$ cat config.mk
export PLATFORM = sky130hd
export DESIGN_NAME = qpu_exu_tevt_queue
export DESIGN_NICKNAME = d
export VERILOG_FILES = /design/src/rtl/qpu_exu_tevt_queue.sv
export SDC_FILE = /design/constraint.sdc
export NUM_CORES = 1
export LEC_CHECK = 0
export CAP_MARGIN = 20
export CORE_MARGIN = 2
export CORE_UTILIZATION = 40
export CTS_CLUSTER_DIAMETER = 200
export DETAILED_ROUTE_END_ITERATION = 8
export PLACE_DENSITY = 0.54
export SYNTH_ARGS = -nofsm -noshare
export SYNTH_HDL_FRONTEND = slang
export SYNTH_SLANG_ARGS = --single-unit
$ cat constraint.sdc
create_clock -name clk -period 11.3 [get_ports clk]
set_input_delay 1.13 -clock clk [delete_from_list [all_inputs] [get_ports clk]]
set_output_delay 1.13 -clock clk [all_outputs]
set_load 0.02 [all_outputs]
$ cat src/rtl/qpu_exu_tevt_queue.sv
// Timed-event queue: FIFO of event words, each released when the free-running timeline reaches its tag.
// Optional QPU_TEVT_LATE_CNT_EN adds a saturating 16-bit count of late pushes on port late_cnt.
module qpu_exu_tevt_queue #(
    parameter int TIME_W = 32,
    parameter int EVT_W  = 66,
    parameter int OPR_W  = 8,
    parameter int DEPTH  = 8
) (
    input  logic              clk,
    input  logic              rst,
    input  logic              i_valid,
    output logic              i_ready,
    input  logic              i_ntp,
    input  logic [TIME_W-1:0] i_time,
    input  logic [EVT_W-1:0]  i_edata,
    input  logic [OPR_W-1:0]  i_oprand,
    output logic              o_valid,
    input  logic              o_ready,
    output logic [EVT_W-1:0]  o_edata,
    output logic [OPR_W-1:0]  o_oprand,
    output logic [TIME_W-1:0] o_tag,
    input  logic              run,
    input  logic              flush,
    output logic [TIME_W-1:0] cur_time,
    output logic              o_late,
    output logic              empty,
`ifdef QPU_TEVT_LATE_CNT_EN
    output logic [15:0]       late_cnt,
`endif
    output logic              full
);

    localparam int PTR_W = $clog2(DEPTH);
    localparam int CNT_W = PTR_W + 1;

    logic [EVT_W-1:0]  mem_edata [DEPTH];
    logic [OPR_W-1:0]  mem_oprand[DEPTH];
    logic [TIME_W-1:0] mem_tag   [DEPTH];

    logic [PTR_W-1:0]  rd_ptr;
    logic [PTR_W-1:0]  wr_ptr;
    logic [CNT_W-1:0]  count;
    logic [TIME_W-1:0] tp;

    logic [TIME_W-1:0] head_tag;
    logic [TIME_W-1:0] due_diff;
    logic [TIME_W-1:0] push_tag;
    logic [TIME_W-1:0] late_diff;
    logic              push;
    logic              pop;
    logic              push_late;

    // NOTE: every signal assigned here gets a value on every path, so no latch is inferred.
    always_comb begin
        empty     = (count == '0);
        full      = (count == CNT_W'(DEPTH));
        i_ready   = !full;
        head_tag  = mem_tag[rd_ptr];
        // Wrap-aware compare: head is due once the timeline is at or past its tag.
        due_diff  = cur_time - head_tag;
        o_valid   = !empty && !due_diff[TIME_W-1];
        o_edata   = empty ? '0 : mem_edata[rd_ptr];
        o_oprand  = empty ? '0 : mem_oprand[rd_ptr];
        o_tag     = empty ? '0 : head_tag;
        push      = i_valid && i_ready && !flush;
        pop       = o_valid && o_ready && !flush;
        push_tag  = i_ntp ? (tp + i_time) : tp;
        late_diff = push_tag - cur_time;
        push_late = push && late_diff[TIME_W-1];
    end

    always_ff @(posedge clk) begin
        if (rst) cur_time <= '0;
        else if (run) cur_time <= cur_time + TIME_W'(1);
    end

    // NOTE: sequential state uses non-blocking assignments so every register samples pre-edge values.
    always_ff @(posedge clk) begin
        if (rst) begin
            rd_ptr <= '0;
            wr_ptr <= '0;
            count  <= '0;
            tp     <= '0;
            o_late <= 1'b0;
        end else if (flush) begin
            rd_ptr <= '0;
            wr_ptr <= '0;
            count  <= '0;
            tp     <= cur_time;
            o_late <= 1'b0;
        end else begin
            o_late <= push_late;
            if (push) begin
                wr_ptr <= wr_ptr + PTR_W'(1);
                tp     <= push_tag;
            end
            if (pop) rd_ptr <= rd_ptr + PTR_W'(1);
            case ({push, pop})
                2'b10:   count <= count + CNT_W'(1);
                2'b01:   count <= count - CNT_W'(1);
                default: count <= count;
            endcase
        end
    end

    // NOTE: entry storage is not reset; count/empty gate every read, so stale words never leak out.
    always_ff @(posedge clk) begin
        if (push) begin
            mem_edata[wr_ptr]  <= i_edata;
            mem_oprand[wr_ptr] <= i_oprand;
            mem_tag[wr_ptr]    <= push_tag;
        end
    end

`ifdef QPU_TEVT_LATE_CNT_EN
    always_ff @(posedge clk) begin
        if (rst || flush) late_cnt <= '0;
        else if (push_late && (late_cnt != 16'hFFFF)) late_cnt <= late_cnt + 16'd1;
    end
`endif

endmodule

==> metrics.md, run 1 <==
| Metric | Value |
|---|---|
| Status | `completed` |
| WP data required | `roughly 10 ns` |
| Die Ht | `between 300 and 400 um` |
| Combinational fraction of design power | `~5.8%` |
| Die area | `between 100000 and 150000 um^2` |
| Layout area overhead | `18.6%` |
| Yosys top cell area share | `between 60% and 70%` |
| ANT cells | `0` |
| Post-synthesis sequential area ratio | `just under 70%` |
| CTS Sinks | `a little over 900` |
| Hold Buf Count CTS | `0` |
| DR iter-0 viols | `1523` |
| FF-to-FF setup slack | `between 5 and 6 ns` |
| Crit Path Max Fanout | `110` |
| Worst setup path end | `o_valid` |
| WS Path Type | `reg2out` |
| Routed len/inst | `about 25 um` |
| Pwr Density | `158 nW/um^2` |
| Highest Clock Rate | `approximately 0.15 GHz` |
| CTS clk-pin slew, worst paths | `~0.06 ns` |
| Avg Synthesized Cell Area | `~18 um^2` |
| Share of cells above drive strength 1 | `17.7%` |
| GPL Wtd Cong | `just under 0.9` |
| Final worst-path cycle share | `60.2%` |
| Pint | `roughly 5800 uW` |
| Crit end category | `output pin` |
| CTS Root Cell | `clkbuf_16` |
| Synth Register Bits | `926` |
| Max_cap viols | `0` |
| DRC | `0` |
| Post-Syn Instances | `around 2200` |
| First-pass DRT Iterations | `5` |
| Clk buf depth | `3` |
| Commonest cells post-synth | `edfxtp_1, mux4_2, nor2_1, mux2i_1, ha_1` |
| Main synth FF type | `edfxtp_1` |
| Total power | `between 7000 and 8000 uW` |
| Initial antenna violation count | `2` |
| Global-route wire length before repair | `roughly 140000 um` |
| Final hold vios | `0` |
| Worst r2r dst | `count[3]$_SDFFE_PP0P_` |
| Setup TNS | `0 ns` |
| Core Util, Final | `between 40% and 50%` |
| Core Region | `just under 100000 um^2` |
| Final wirelength | `between 90000 and 100000 um` |
| Gr ovfl total | `0` |
| Synth area leaders | `edfxtp_1, mux4_2, dfxtp_1` |
| Initial Utilization | `40.4%` |
| Slew Viols, Final | `0` |
| Peak supply drop | `0.000111 V` |
| Worst hold path class | `reg2reg` |
| H-tree levels | `3` |
| Mapped Nets | `~2400` |
| Via Count | `21100` |
| Post-synth ARST share | `0%` |
| Via density | `between 5 and 6` |
| Reg2reg path depth | `18` |
| Number of enable flip-flop cells after synthesis | `848` |
| Post-detail-place hpwl | `around 57000 um` |
| FP Rows | `approximately 110` |
| Largest area contributor in the netlist | `edfxtp_1` |
| Slew @ Worst Pin | `1.11 ns` |
| Die Width | `roughly 320 um` |
| Clk_lat worst skew | `0.66 ns` |
| Max transition margin | `approximately a quarter` |
| Crit path DAT | `~5.7 ns` |
| Mapped Area | `~40000 um^2` |
| Fin crit period | `6.81 ns` |
| Startpoint types | `flop` |
| Count leader, synth | `edfxtp_1` |
| Cts repair resizes | `0` |
| Buffers on Ports | `roughly 260` |
| Yosys warnings | `0` |
| Post-CTS Setup Bufs | `0` |
| Leak | `approximately 0.015 uW` |
| Total track usage | `a little under a fifth` |
| I/O pins | `256` |
| CTS tree | `built` |
| RSZ-0062 raised after global routing | `no` |
| Crit-path slowest cell | `dfxtp_4` |
| Largest net degree at the start of global routing | `around 110` |
| Nets | `2732` |
| Yosys cell types | `just over 80` |
| Switch Pwr | `1590 uW` |
| Inserted Clock Buffers | `98` |
| Clock power frac | `a little over two fifths` |
| Switching Fraction | `21.6%` |
| Final Skew | `roughly 0.024 ns` |
| Crit-path cells | `buf_12 -> mux4_2 -> mux2i_1 -> ha_1 -> nand4_1 -> or2_2 -> a2111oi_2 -> o21ai_1 -> nand2_1 -> xnor2_1 -> nor2_1 -> clkdlybuf4s50_1` |
| Worst path max stage delay | `0.82 ns` |
| Routed Antenna Nets | `0` |
| Sequential share of power | `between 50% and 60%` |
| Worst hold slack | `0.480 ns` |
| Vias in the first global route | `22400` |
| Final setup violation count | `0` |
## cell usage in the layout, fill, tap and decap left out, drive strengths merged, types with 30 or more instances in the layout
cell           count
nor2             211
dfxtp             78
o21ai             36
buf               42
edfxtp           848
ha                97
mux2i            115
mux4             212
clkbuf           121
nand2             71
xnor2             51
clkdlybuf4s50    254
clkinv            52
a21o              30
inv               54
a21oi             65
## routing by layer
layer | share of wire (%) | vias up | track usage, %
li1 | - | 9490 | -
met1 | 43 | 11000 | 25.4
met4 | 2.3 | 2 | 4.73
met3 | 4.3 | 140 | 2.94
met5 | 0.012 | - | 0
met2 | 51 | 484 | 33.2
## power groups by stage
stage,logic (uW),registers (uW),clock network (uW)
global route,471,3810,3320
finish,429,3810,3120
global placement,421,3880,0
floorplan,243,3880,0
CTS,433,3810,3210
detailed placement,431,3880,0
## area by class of cell
| type | instances | area [um^2] |
|---|---|---|
| clock inverter | 65 | 527 |
| multi-input combinational | 1146 | 11500 |
| timing repair buffer | 296 | 2930 |
| tap | 1276 | 1600 |
| clock buffer | 121 | 2610 |
| sequential | 926 | 27000 |
| fill | 8157 | 50400 |
| inverter | 52 | 195 |
## stage by stage
stage	instance area (um^2)	worst slack [ns]	std cells
floorplan	39200	1.67	2229
global placement	43200	4.66	3692
detailed placement	43200	4.56	3694
CTS	46400	4.27	3880
global route	46400	4.02	3882
finish	46400	4.49	3882
## worst max-delay path: cells and delay by family, from the launching register on
kind,cells,cell delay (ns)
adders and majority gates,1,0.21
AOI/OAI and AO/OA,2,0.69
muxes,2,1.03
and+or+nand+nor,4,0.73
DFF,1,0.82
buffers and inverters,2,1.34
xor gates and xnor gates,1,0.13
## worst min-delay path by stage
stage / start / to / slack, ns / cells past startpoint
floorplan: rd_ptr[2]$_SDFFE_PP0P_ / flop / 0.45 / 2
global placement: rd_ptr[2]$_SDFFE_PP0P_ / flop / 0.46 / 2
detailed placement: rd_ptr[2]$_SDFFE_PP0P_ / flop / 0.47 / 2
CTS: rd_ptr[2]$_SDFFE_PP0P_ / flop / 0.48 / 2
global route: rd_ptr[2]$_SDFFE_PP0P_ / flop / 0.50 / 2
finish: rd_ptr[2]$_SDFFE_PP0P_ / flop / 0.48 / 2
## registers in the layout, summed over array words and instances, names as in the netlist, named ones only
register / count
mem_edata: 528
mem_oprand: 64
count: 4
cur_time: 32
o_late: 1
mem_tag: 256
tp: 32
wr_ptr: 3
rd_ptr: 3
## kinds of logic after synthesis
kind of cell	count (synthesis)	synth area share, %
fa+ha+maj	99	3.20
simple gates	409	4.73
mux	353	15.9
xor+xnor	59	1.32
buf+inv	157	1.67
compound gates	226	4.16
flops	926	69.0
(Power assumes the default switching activity.)
==> inputs of run 2 (changes only) <==
Settings changed: PLACE_DENSITY 0.54 to 0.56.
Clock period 11.3 ns to 6.18 ns, I/O delays scaled along.
==> metrics.md, run 2 (synthesis results as in run 1) <==
| Metric | Value |
|---|---|
| Max transition margin | `approximately a third` |
| Worst hold slack | `~0.46 ns` |
| WP data required | `approximately 5.6 ns` |
| Clk_lat worst skew | `0.67 ns` |
| Leading cell type in the layout, fill and taps excluded | `edfxtp_1` |
| Final Skew | `a little over 0.03 ns` |
| Cts repair resizes | `0` |
| CTS clk-pin slew, worst paths | `0.06 ns` |
| DR iter-0 viols | `between 1500 and 2000` |
| Via density | `5.46` |
| Die Ht | `between 300 and 400 um` |
| Sequential share of power | `a little over half` |
| Crit end category | `output pin` |
| First-pass DRT Iterations | `5` |
| Inserted Clock Buffers | `about 100` |
| Share of cells above drive strength 1 | `about 18%` |
| Vias in the first global route | `between 20000 and 25000` |
| I/O pins | `~260` |
| Pwr Density | `287 nW/um^2` |
| ANT cells | `0` |
| Register with the most flip-flops | `mem_edata` |
| Combinational fraction of design power | `under 10%` |
| Most frequent cells in the layout | `edfxtp_1, clkdlybuf4s50_1, mux4_2` |
| Post-CTS Setup Bufs | `0` |
| WS Path Type | `reg2out` |
| Die area | `between 100000 and 150000 um^2` |
| Initial antenna violation count | `5` |
| Switch Pwr | `between 2000 and 3000 uW` |
| Largest regs | `mem_edata x528, mem_tag x256, mem_oprand x64` |
| Core Region | `just under 100000 um^2` |
| Initial Utilization | `around two fifths` |
| Via Count | `between 20000 and 25000` |
| Status | `completed` |
| Slew Viols, Final | `0` |
| Crit Path Max Fanout | `24` |
| GPL Wtd Cong | `0.862` |
| Max_cap viols | `0` |
| Final hold vios | `0` |
| Die Width | `317 um` |
| Switching Fraction | `between 20% and 30%` |
| Clk buf depth | `3` |
| DRC | `0` |
| Final wirelength | `between 90000 and 100000 um` |
| Max FFs per register | `between 500 and 600` |
| Global-route wire length before repair | `roughly 140000 um` |
| CTS tree | `built` |
| Startpoint types | `flop` |
| Total track usage | `19.0%` |
| Gr ovfl total | `0` |
| CTS Root Cell | `clkbuf_16` |
| CTS Sinks | `between 900 and 1000` |
| Slew @ Worst Pin | `1.02 ns` |
| Buffers on Ports | `255` |
| Routed len/inst | `between 20 and 25 um` |
| Layout area overhead | `19.0%` |
| FP Rows | `~110` |
| Crit path DAT | `around 5.1 ns` |
| Worst hold path class | `in2reg` |
| H-tree levels | `3` |
| Final worst-path cycle share | `92.4%` |
| Fill cell instance count of the final layout | `8159` |
| Pint | `~10000 uW` |
| Final setup violation count | `0` |
| Peak supply drop | `0.000212 V` |
| Nets | `between 2000 and 3000` |
| Largest net degree at the start of global routing | `83` |
| Leak | `approximately 0.015 uW` |
| Highest Clock Rate | `around 0.18 GHz` |
| Routed Antenna Nets | `0` |
| Fin crit period | `5.71 ns` |
| Hold Buf Count CTS | `0` |
| Clock power frac | `roughly two fifths` |
| Total power | `roughly 13000 uW` |
| RSZ-0062 raised after global routing | `no` |
| Post-detail-place hpwl | `about 57000 um` |
-- run 2: cell types whose count changed in the layout (fill, tap and decap cells not counted), moves of 2 or more --
cell	delta
buf_12	+12
buf_16	-3
buf_4	+5
clkbuf_1	+5
clkbuf_8	-3
clkinv_1	-5
clkinv_2	-4
clkinv_8	+2
clkinvlp_4	+2
nor3_2	-2
nor3_4	+2
-- run 2: routing by layer --
metal | wire length (um) | GRT usage [%] | vias to the layer above
met4 | 1790 | 4.28 | 10
met2 | 47600 | 32.6 | 463
met3 | 4190 | 3.40 | 127
met1 | 41200 | 25.3 | 11100
met5 | 70 | 0 | -
li1 | - | - | 9533
-- run 2: worst max-delay path, cell delays in order, from the launching register on --
cell,delay (ns)
dfxtp_4,0.63
buf_12,0.28
buf_12,0.24
mux4_2,0.52
mux2i_1,0.25
ha_1,0.30
a21o_1,0.17
a21o_1,0.17
a21oi_1,0.25
o221ai_1,0.14
o21ai_1,0.34
nand2_1,0.12
xnor2_1,0.14
nor2_1,0.19
clkdlybuf4s50_1,0.65
-- run 2: cell type report --
| cell class | count | area (um^2) | area share (%) |
|---|---|---|---|
| tap | 1276 | 1600 | 3.43 |
| clock inverter | 59 | 527 | 1.13 |
| clock buffer | 122 | 2560 | 5.50 |
| timing repair buffer | 309 | 3120 | 6.69 |
| inverter | 52 | 195 | 0.419 |
| multi-input combinational | 1146 | 11500 | 24.8 |
| sequential | 926 | 27000 | 58.0 |
-- run 2: stage by stage --
| stage | TNS [ns] | utilization (%) | area (um^2) | worst slack, ns | instances |
|---|---|---|---|---|---|
| final | 0 | 48.1 | 46600 | 0.472 | 3890 |
| after floorplan | -79.11 | - | 39200 | -0.174 | 2229 |
| after detailed placement | 0 | 44.9 | 43500 | 0.393 | 3709 |
| after CTS | 0 | 48.1 | 46600 | 0.327 | 3890 |
| after global routing | 0 | 48.1 | 46600 | 0.102 | 3890 |
| after global placement | 0 | 44.9 | 43500 | 0.423 | 3708 |
-- run 2: power by group through the flow --
stage / clock network (uW) / logic, uW / registers [uW]
final: 5620 / 789 / 6960
after global routing: 6020 / 865 / 6970
after CTS: 5770 / 795 / 6960
after floorplan: 0 / 445 / 7100
after global placement: 0 / 774 / 7090
after detailed placement: 0 / 791 / 7100
-- run 2: path summary, 6_finish.rpt --
kind                          startpoint               endpoint  slack, ns  cells after the start
setup / recovery                    flop                o_valid       0.47                     14
hold reg to reg   rd_ptr[2]$_SDFFE_PP0P_                   flop       0.48                      2
setup reg to reg                    flop  count[3]$_SDFFE_PP0P_       0.89                     20
hold / removal                       rst    tp[28]$_SDFFE_PP0P_       0.46                      3
